===== src/rtl/simple_bus_slave.sv =====
// Memory-backed slave for the req/gnt bus: word register file, interrupt CSR and sticky viral error flag.
// Optional macro SIMPLE_BUS_SLAVE_ERR_INTR_EN: any bus error also raises intr.
module simple_bus_slave #(
  parameter int          DEPTH      = 64,
  parameter int          GNT_DELAY  = 0,
  parameter int          RD_LATENCY = 1,
  parameter logic [31:0] INTR_ADDR  = 32'h0000_FFF0
) (
  input  logic        clk,
  input  logic        rst,
  input  logic        req,
  input  logic        we,
  input  logic [31:0] waddr,
  input  logic [31:0] wdata,
  input  logic        re,
  input  logic [31:0] raddr,
  output logic        gnt,
  output logic [31:0] rdata,
  output logic        rvalid,
  output logic        intr,
  output logic        viral_state
);
  localparam int          AW       = $clog2(DEPTH);
  localparam logic [31:0] BYTES    = 32'(DEPTH * 4);
  localparam logic [31:0] BAD_DATA = 32'hDEAD_BEEF;
  localparam logic [3:0]  GNT_LAST = 4'(GNT_DELAY - 1);
  localparam logic [3:0]  RD_LAST  = 4'(RD_LATENCY - 1);

  typedef enum logic [1:0] {IDLE, WAIT, GRANT, READ} state_t;

  state_t      state, state_next;
  logic [3:0]  cnt, cnt_next;
  logic [31:0] mem [DEPTH];
  logic [31:0] rdata_reg;
  logic        rd_intr_reg;
  logic        intr_reg;
  logic        viral_reg;

  // One shared counter: grant wait cycles in WAIT, read latency in READ.
  always_ff @(posedge clk or posedge rst) begin
    if (rst) begin
      state <= IDLE;
      cnt   <= '0;
    end else begin
      state <= state_next;
      cnt   <= cnt_next;
    end
  end

  always_comb begin
    state_next = state;
    cnt_next   = cnt;
    case (state)
      IDLE: begin
        if (req) begin
          cnt_next   = '0;
          state_next = (GNT_DELAY > 0) ? WAIT : GRANT;
        end
      end
      WAIT: begin
        if (cnt == GNT_LAST) state_next = GRANT;
        else                 cnt_next   = cnt + 4'd1;
      end
      GRANT: begin
        cnt_next   = '0;
        state_next = re ? READ : IDLE;
      end
      READ: begin
        if (cnt == RD_LAST) state_next = IDLE;
        else                cnt_next   = cnt + 4'd1;
      end
      default: state_next = IDLE;
    endcase
  end

  logic          capture;
  logic          wr_intr, wr_in_range, rd_intr, rd_in_range;
  logic          err_now;
  logic [AW-1:0] widx, ridx;

  assign capture     = (state == GRANT);
  assign wr_intr     = (waddr == INTR_ADDR);
  assign rd_intr     = (raddr == INTR_ADDR);
  assign wr_in_range = (waddr < BYTES) && (waddr[1:0] == 2'b00);
  assign rd_in_range = (raddr < BYTES) && (raddr[1:0] == 2'b00);
  assign widx        = waddr[AW+1:2];
  assign ridx        = raddr[AW+1:2];
  // A simultaneous we/re is a read that is also an error.
  assign err_now     = re ? (we || (!rd_intr && !rd_in_range))
                          : (we && !wr_intr && !wr_in_range);

  always_ff @(posedge clk or posedge rst) begin
    if (rst) begin
      for (int i = 0; i < DEPTH; i++) mem[i] <= '0;
      rdata_reg   <= '0;
      rd_intr_reg <= 1'b0;
      intr_reg    <= 1'b0;
      viral_reg   <= 1'b0;
    end else begin
      if (rvalid && rd_intr_reg) intr_reg <= 1'b0;
      if (capture) begin
        if (err_now) viral_reg <= 1'b1;
`ifdef SIMPLE_BUS_SLAVE_ERR_INTR_EN
        if (err_now) intr_reg <= 1'b1;
`endif
        if (we && !re) begin
          if (wr_intr) begin
            if (wdata != 32'd0) intr_reg <= 1'b1;
          end else if (wr_in_range && !viral_reg) begin
            mem[widx] <= wdata;
          end
        end
        if (re) begin
          rd_intr_reg <= rd_intr && !we;
          if (viral_reg || err_now) rdata_reg <= BAD_DATA;
          else if (rd_intr)         rdata_reg <= {31'b0, intr_reg};
          else                      rdata_reg <= mem[ridx];
        end
      end
    end
  end

  assign gnt         = (state == GRANT);
  assign rvalid      = (state == READ) && (cnt == RD_LAST);
  assign rdata       = rvalid ? rdata_reg : 32'd0;
  assign intr        = intr_reg;
  assign viral_state = viral_reg;
endmodule


===== config.mk =====
export PLATFORM = sky130hd
export DESIGN_NAME = simple_bus_slave
export DESIGN_NICKNAME = d
export VERILOG_FILES = /design/src/rtl/simple_bus_slave.sv
export SDC_FILE = /design/constraint.sdc
export NUM_CORES = 2
export LEC_CHECK = 0
export BUFFER_PORTS_ARGS = -buffer_cell sky130_fd_sc_hd__buf_2
export CORE_ASPECT_RATIO = 1.75
export CORE_MARGIN = 4
export CORE_UTILIZATION = 45
export DETAILED_ROUTE_END_ITERATION = 6
export PLACE_DENSITY = 0.65
export SYNTH_ARGS = -nofsm -noshare
export SYNTH_HDL_FRONTEND = slang
export SYNTH_SLANG_ARGS = --single-unit

===== constraint.sdc =====
create_clock -name clk -period 91.9 [get_ports clk]
set_input_delay 4.595 -clock clk [delete_from_list [all_inputs] [get_ports clk]]
set_output_delay 4.595 -clock clk [all_outputs]
set_load 0.03 [all_outputs]

## Word level (Yosys, flattened, before mapping)

Index checks and enable logic that the tools add are counted.
W data, S select, Z words.

| storage, ports and cells | value |
|---|---|
| word-level logic and storage cells | 144 |
| output and inout bits | 36 |
| input port bits | 101 |
| register bits | 2089 |

| cells by class | value |
|---|---|
| reductions and logical operators | 30 |
| multiplexer cells | 24 |
| add/sub/neg operators | 1 |
| bitwise gates (word level) | 3 |
| equal/unequal tests | 11 |
| $lt $le $gt $ge | 5 |

Operator list:

| kind | number |
|---|---|
| $bwmux W2048 | 1 |
| $bmux W32 S6 | 1 |
| $demux W32 S6 | 1 |
| $mux W32 | 6 |
| $eq A32 B16 Y1 const B | 2 |
| $lt A32 B9 Y1 const B | 2 |
| $reduce_bool A32 Y1 | 1 |
| $pmux W4 S4 | 1 |
| $ge A7 B7 Y1 const B | 2 |
| $not A6 Y7 | 2 |
| $mux W4 | 3 |
| $logic_and A1 B1 Y1 | 11 |
| $ne A2 B2 Y1 const B | 5 |
| $mux W2 | 4 |
| $pmux W2 S4 | 1 |
| $logic_not A1 Y1 | 7 |
| $lt A7 B1 Y1 const B | 1 |
| $logic_not A2 Y1 | 3 |
| $mux W1 | 6 |
| $reduce_and A3 Y1 | 2 |
| $add A4 B1 Y4 const B | 1 |
| $eq A2 B2 Y1 const B | 2 |
| $eq A4 B4 Y1 const B | 1 |
| $logic_not A4 Y1 | 1 |
| 5 further kinds | 7 |

## Logic depth before layout (Yosys ltp)

| depth | value |
|---|---|
| word-level depth | 8 |
| depth in mapped cells | 10 |
| mapped depth without buffers | 7 |

## Worst setup path before layout

No wires, ideal clock.

| timing | value |
|---|---|
| path type | input-to-reg |
| from | input raddr[2] |
| to | register rdata_reg[8] |
| arrival | 6.665 ns |
| path slack | 85.097 ns |
| buffers on the path | 5 |
| stages on the path | 10 |
| required time | 91.762 ns |
| setup time | 0.138 ns |
| path through | buf_2 > buf_4 > buf_2 > buf_2 > buf_2 > mux2_2 > a222oi_1 > nand3_1 > nand3_1 > a31oi_1 |

| between the ends | value |
|---|---|
| cells in the longest elaborated chain, start to end | 8 |
| elaborated cells between the ends (all ways) | 15 |
| those cells by class | 1 x order compare; 1 x eq/ne; 6 x mux; 1 x bitwise; 6 x reduce/logical |

Ends and longest elaborated chain:

| item | line | RTL |
|---|---|---|
| from (decl) | 16 | `input logic [31:0] raddr,` |
| $lt A32 B9 Y1 | 85 | `assign rd_in_range = (raddr < BYTES) && (raddr[1:0] == 2'b00);` |
| $logic_and A1 B1 Y1 | 85 |  |
| $logic_not A1 Y1 | 89 | `assign err_now = re ? (we \|\| (!rd_intr && !rd_in_range))` |
| $logic_and A1 B1 Y1 | 89 |  |
| $logic_or A1 B1 Y1 | 89 |  |
| $mux W1 | 89 |  |
| $logic_or A1 B1 Y1 | 115 | `if (viral_reg \|\| err_now) rdata_reg <= BAD_DATA;` |
| $mux W32 (*) | 115 |  |
| to (signal assigned) | 116 | `else if (rd_intr) rdata_reg <= {31'b0, intr_reg};` |
| to (signal assigned) | 117 | `else rdata_reg <= mem[ridx];` |
| to (decl) | 34 | `logic [31:0] rdata_reg;` |

Every way passes the cells marked *; elsewhere a longest branch is shown, timed or not. The select of a mux whose other input is x is not followed.
A chain may end at the register's enable or synchronous reset.

## Worst setup path in the final report

| timing | value |
|---|---|
| from | register cnt[0] |
| to | output rdata[17] |

| between the ends | value |
|---|---|
| cells in the longest elaborated chain, start to end | 3 |

Ends and longest elaborated chain:

| item | line | RTL |
|---|---|---|
| from (decl) | 32 | `logic [3:0] cnt, cnt_next;` |
| from (signal assigned) | 46 | `cnt <= cnt_next;` |
| $logic_not A4 Y1 | 124 | `assign rvalid = (state == READ) && (cnt == RD_LAST);` |
| $logic_and A1 B1 Y1 | 124 |  |
| $mux W32 | 125 | `assign rdata = rvalid ? rdata_reg : 32'd0;` |
| to (decl) | 18 | `output logic [31:0] rdata,` |

No other way between the ends.

==> results.md <==
| Item | Reported | Unit |
|---|---|---|
| Layout overhead on the synthesized area | 9.03 | % |
| Number of antenna violations at the first check in global routing | 18 | - |
| Worst path arrival time | 3.85 | ns |
| Sequential cell area | 52300 | um^2 |
| Routed wirelength normalized by instance count | 30.4 | um |
| Static leakage | 0.0519 | uW |
| Number of detailed-route iterations in the first pass | 7 | - |
| Total routing usage reported by global routing | 25.4 | % |
| Inst Count DP | 8955 | - |
| Vias | 56987 | - |
| Clock-pin slew reported for the worst setup and hold paths after clock tree synthesis | 0.06 | ns |
| Syn nets | 6586 | - |
| Count of endpoints failing hold in the final timing report | 0 | - |
| Fraction of the yosys area taken by sequential cells | 54.5 | % |
| Internal power consumption | 1390 | uW |
| Area share of the largest cell type after synthesis | 54.5 | % |
| CP startpoint | cnt[0]$_DFFE_PP0P_ | - |
| Top Metal Used | met5 | - |
| Yosys Warn Count | 0 | - |
| Clk_skew | 0.0305 | ns |
| Actual slew at the worst max-slew pin | 1.39 | ns |
| Routed metal-1 wirelength | 109000 | um |
| DRT iter0 DRCs | 4210 | - |
| Max Freq | 118 | MHz |
| I/O pin cnt | 137 | - |
| Fraction of layout cells with a size suffix above 1 | 45.6 | % |
| Die boundary height | 619 | um |
| CTS-repair resized insts | 0 | - |
| Hold_sp | mem[137]$_DFFE_PP0P_ | - |
| Clk sinks | 2089 | - |
| Number of failing setup endpoints in the final timing report | 0 | - |
| Crit share post-route | 9.19 | % |
| Maximum buffer depth of the clock tree | 4 | - |
| DP Wirelength | 169000 | um |
| Post-CTS setup buffers | 0 | - |
| Post-cts hold buffer count | 0 | - |
| Total wirelength of the detailed-routed design | 283000 | um |
| Final core occ | 49.3 | % |
| Biggest area consumer among synthesized cells | sky130_fd_sc_hd__dfrtp_1 | - |
| Gate power share | 6.9 | % |
| Sequential Power Share | 50.3 | % |
| Number of standard cells in the layout, taps in and fillers out | 9290 | - |
| Total Nets Final | 6424 | - |
| Switching power share of the total | 24.4 | % |
| Peak per-stage delay on the critical path | 0.66 | ns |
| Total power of the final layout | 1830 | uW |
| Number of filler cells placed in the layout | 18290 | - |
| Post-Synthesis Cells | 6483 | - |
| Clock root buffer | sky130_fd_sc_hd__clkbuf_16 | - |
| Length of routed met3 wiring | 14700 | um |
| Category of the worst setup path launch point | flip-flop | - |
| DRC violation count after routing | 2 | - |
| Max-cap viol count | 0 | - |
| GRT overflow | 0 | - |
| Violations in the final reports | design-rule violations | - |
| R2R Path Start | state[1]$_DFFE_PP0P_ | - |
| Count of final max-slew check failures | 0 | - |
| Fraction of synthesis flops using an asynchronous set or reset pin | 100 | % |
| Clock period minus worst slack | 8.45 | ns |
| R2R setup slack | 87.99 | ns |
| Worst min-delay path category | reg -> reg | - |
| Total Neg Setup Slack | 0 | ns |
| Most repeated cell in the gate-level netlist after synthesis | sky130_fd_sc_hd__dfrtp_1 | - |
| Result of the run | finished with violations | - |
| Starting density of the core | 45.2 | % |
| Flip-flop and latch count after synthesis | 2089 | - |
| Area occupied by multi-input gates | 40800 | um^2 |
| Switching power total | 447 | uW |
| Worst-path maximum fanout | 21 | - |
| Clock latency on the worst-skew pair | 0.85 | ns |
| Via/cell ratio | 6.13 | - |
| Antenna-violating nets left | 0 | - |
| CP required | 87.31 | ns |
| Final worst setup slack | 83.45 | ns |
| Global placer's final weighted congestion | 0.809 | - |
| H-tree depth | 4 | - |
| Worst relative slew slack | 6.81 | % |
| Commonest register cell after synthesis | sky130_fd_sc_hd__dfrtp_1 | - |
| Clock network power share | 42.7 | % |
| Biggest area contributors in the synthesized netlist | sky130_fd_sc_hd__dfrtp_1 54%, sky130_fd_sc_hd__mux2_2 23%, sky130_fd_sc_hd__mux4_2 6.6% | - |
| Endpoint type of the worst setup path | output pin | - |
| Width of the chip | 357 | um |
| Number of global-route vias before repair | 60748 | - |
| RSZ-0062 raised after global routing | false | - |
| Critical path's slowest cell | sky130_fd_sc_hd__nor2_4 | - |
| Number of buffers inserted during clock tree synthesis | 189 | - |
| I/O Buffers | 136 | - |
| Post-synthesis average cell area | 14.8 | um^2 |
| Max reg flops | 2048 | - |
| Crit-path cells | inv_1, ha_1, or4bb_1, nor2_4, buf_4, and2_1, buf_2 | - |
| Ranking of synthesized cells by instance count | 2089 x sky130_fd_sc_hd__dfrtp_1, 1970 x sky130_fd_sc_hd__mux2_2, 418 x sky130_fd_sc_hd__mux2i_1 | - |
| EDFF count, synth | 0 | - |
| Site row count | 224 | - |
| Largest vdd supply drop | 0.0135 | mV |
| Met2 WL | 146000 | um |
| Total power divided by cell area | 17.5 | nW/um^2 |
| Mapped Area | 96000 | um^2 |
| Post-Place Worst Slack | 82.42 | ns |
| Pin count of the biggest net entering global routing | 173 | - |
| TritonCTS clock tree | done | - |
| Core Region | 212000 | um^2 |
| Number of distinct library cells after synthesis | 65 | - |
| Die Footprint | 221000 | um^2 |
| Type of the worst setup path | reg -> out | - |
| Wire length of the first global-routing pass | 415000 | um |
==> metrics by stage <==
step / area (um^2) / hold WS, ns
after floorplan: 96000 / 0.450
after detailed placement: 98700 / 0.474
after global placement: 98700 / 0.467
final: 105000 / 0.486
after CTS: 105000 / 0.489
after global routing: 105000 / 0.496
==> cell families (layout without fill, tap and decap cells) <==
| group | Yosys count | in the layout | synth area share [%] |
|---|---|---|---|
| other cells | 0 | 14 | 0 |
| buf+inv | 674 | 642 | 3.23 |
| fa+ha+maj | 2 | 2 | 0.0261 |
| compound gates | 443 | 443 | 3.44 |
| mux | 2812 | 2812 | 35.8 |
| flops | 2089 | 2089 | 54.5 |
| simple gates | 463 | 463 | 3.06 |
==> layout make-up <==
cell class | instances | area share [%]
timing repair buffer | 305 | 1.93
multi-input combinational | 3720 | 39.0
antenna | 14 | 0.0335
inverter | 16 | 0.0645
sequential | 2089 | 49.9
clock buffer | 275 | 5.22
tap | 2825 | 3.38
clock inverter | 46 | 0.453
==> power by group through the flow <==
stage	clock (uW)	combinational (uW)	sequential [uW]
floorplan	0	77.7	942
global placement	0	127	939
detailed placement	0	129	940
CTS	798	129	922
global route	832	136	922
finish	783	127	922
==> final timing paths <==
kind | endpoint | depth (start not counted)
setup reg to reg | mem[1283]$_DFFE_PP0P_ | 7
max in group asynchronous | mem[33]$_DFFE_PP0P_ | 6
min in group asynchronous | mem[245]$_DFFE_PP0P_ | 2
hold reg to reg | mem[137]$_DFFE_PP0P_ | 1
hold / removal | mem[137]$_DFFE_PP0P_ | 1
setup / recovery | rdata[17] | 7
==> placed cells by master (no fill, tap or decap), drive strengths merged, types with 3 or more instances in the layout <==
master	netlist	final
mux4	282	282
a211oi	10	10
clkbuf	378	275
nand2	59	59
o21ai	15	15
nor2	42	42
a21oi	35	35
nor3b	10	10
mux2i	418	418
diode	0	14
inv	14	16
o22ai	18	18
nand3	184	184
buf	280	305
o221ai	26	26
clkinvlp	0	3
bufinv	0	9
mux2	2112	2112
and2	36	36
a31oi	13	13
nand2b	12	12
or2	3	3
and3b	8	8
a32oi	7	7
nand4	8	8
nor3	19	19
nor4	25	25
dfrtp	2089	2089
a22oi	263	263
and3	6	6
a222oi	7	7
or3	5	5
nor2b	15	15
clkinv	2	34
a2bb2oi	6	6
a2111oi	8	8
a41o	22	22
and4	22	22
==> routing by layer <==
layer	track usage, %	up-vias
li1	-	23639
met1	30.9	31158
met2	45.2	1624
met3	4.20	560
met4	9.91	6
met5	0	-
==> critical path, delay by kind of cell, from the launching register on <==
kind	cells	cell delay [ns]
DFF	1	0.42
buffers and inverters	3	0.77
and+or+nand+nor	3	1.64
adders and majority gates	1	0.16
Power figures use the tool's default switching activity.
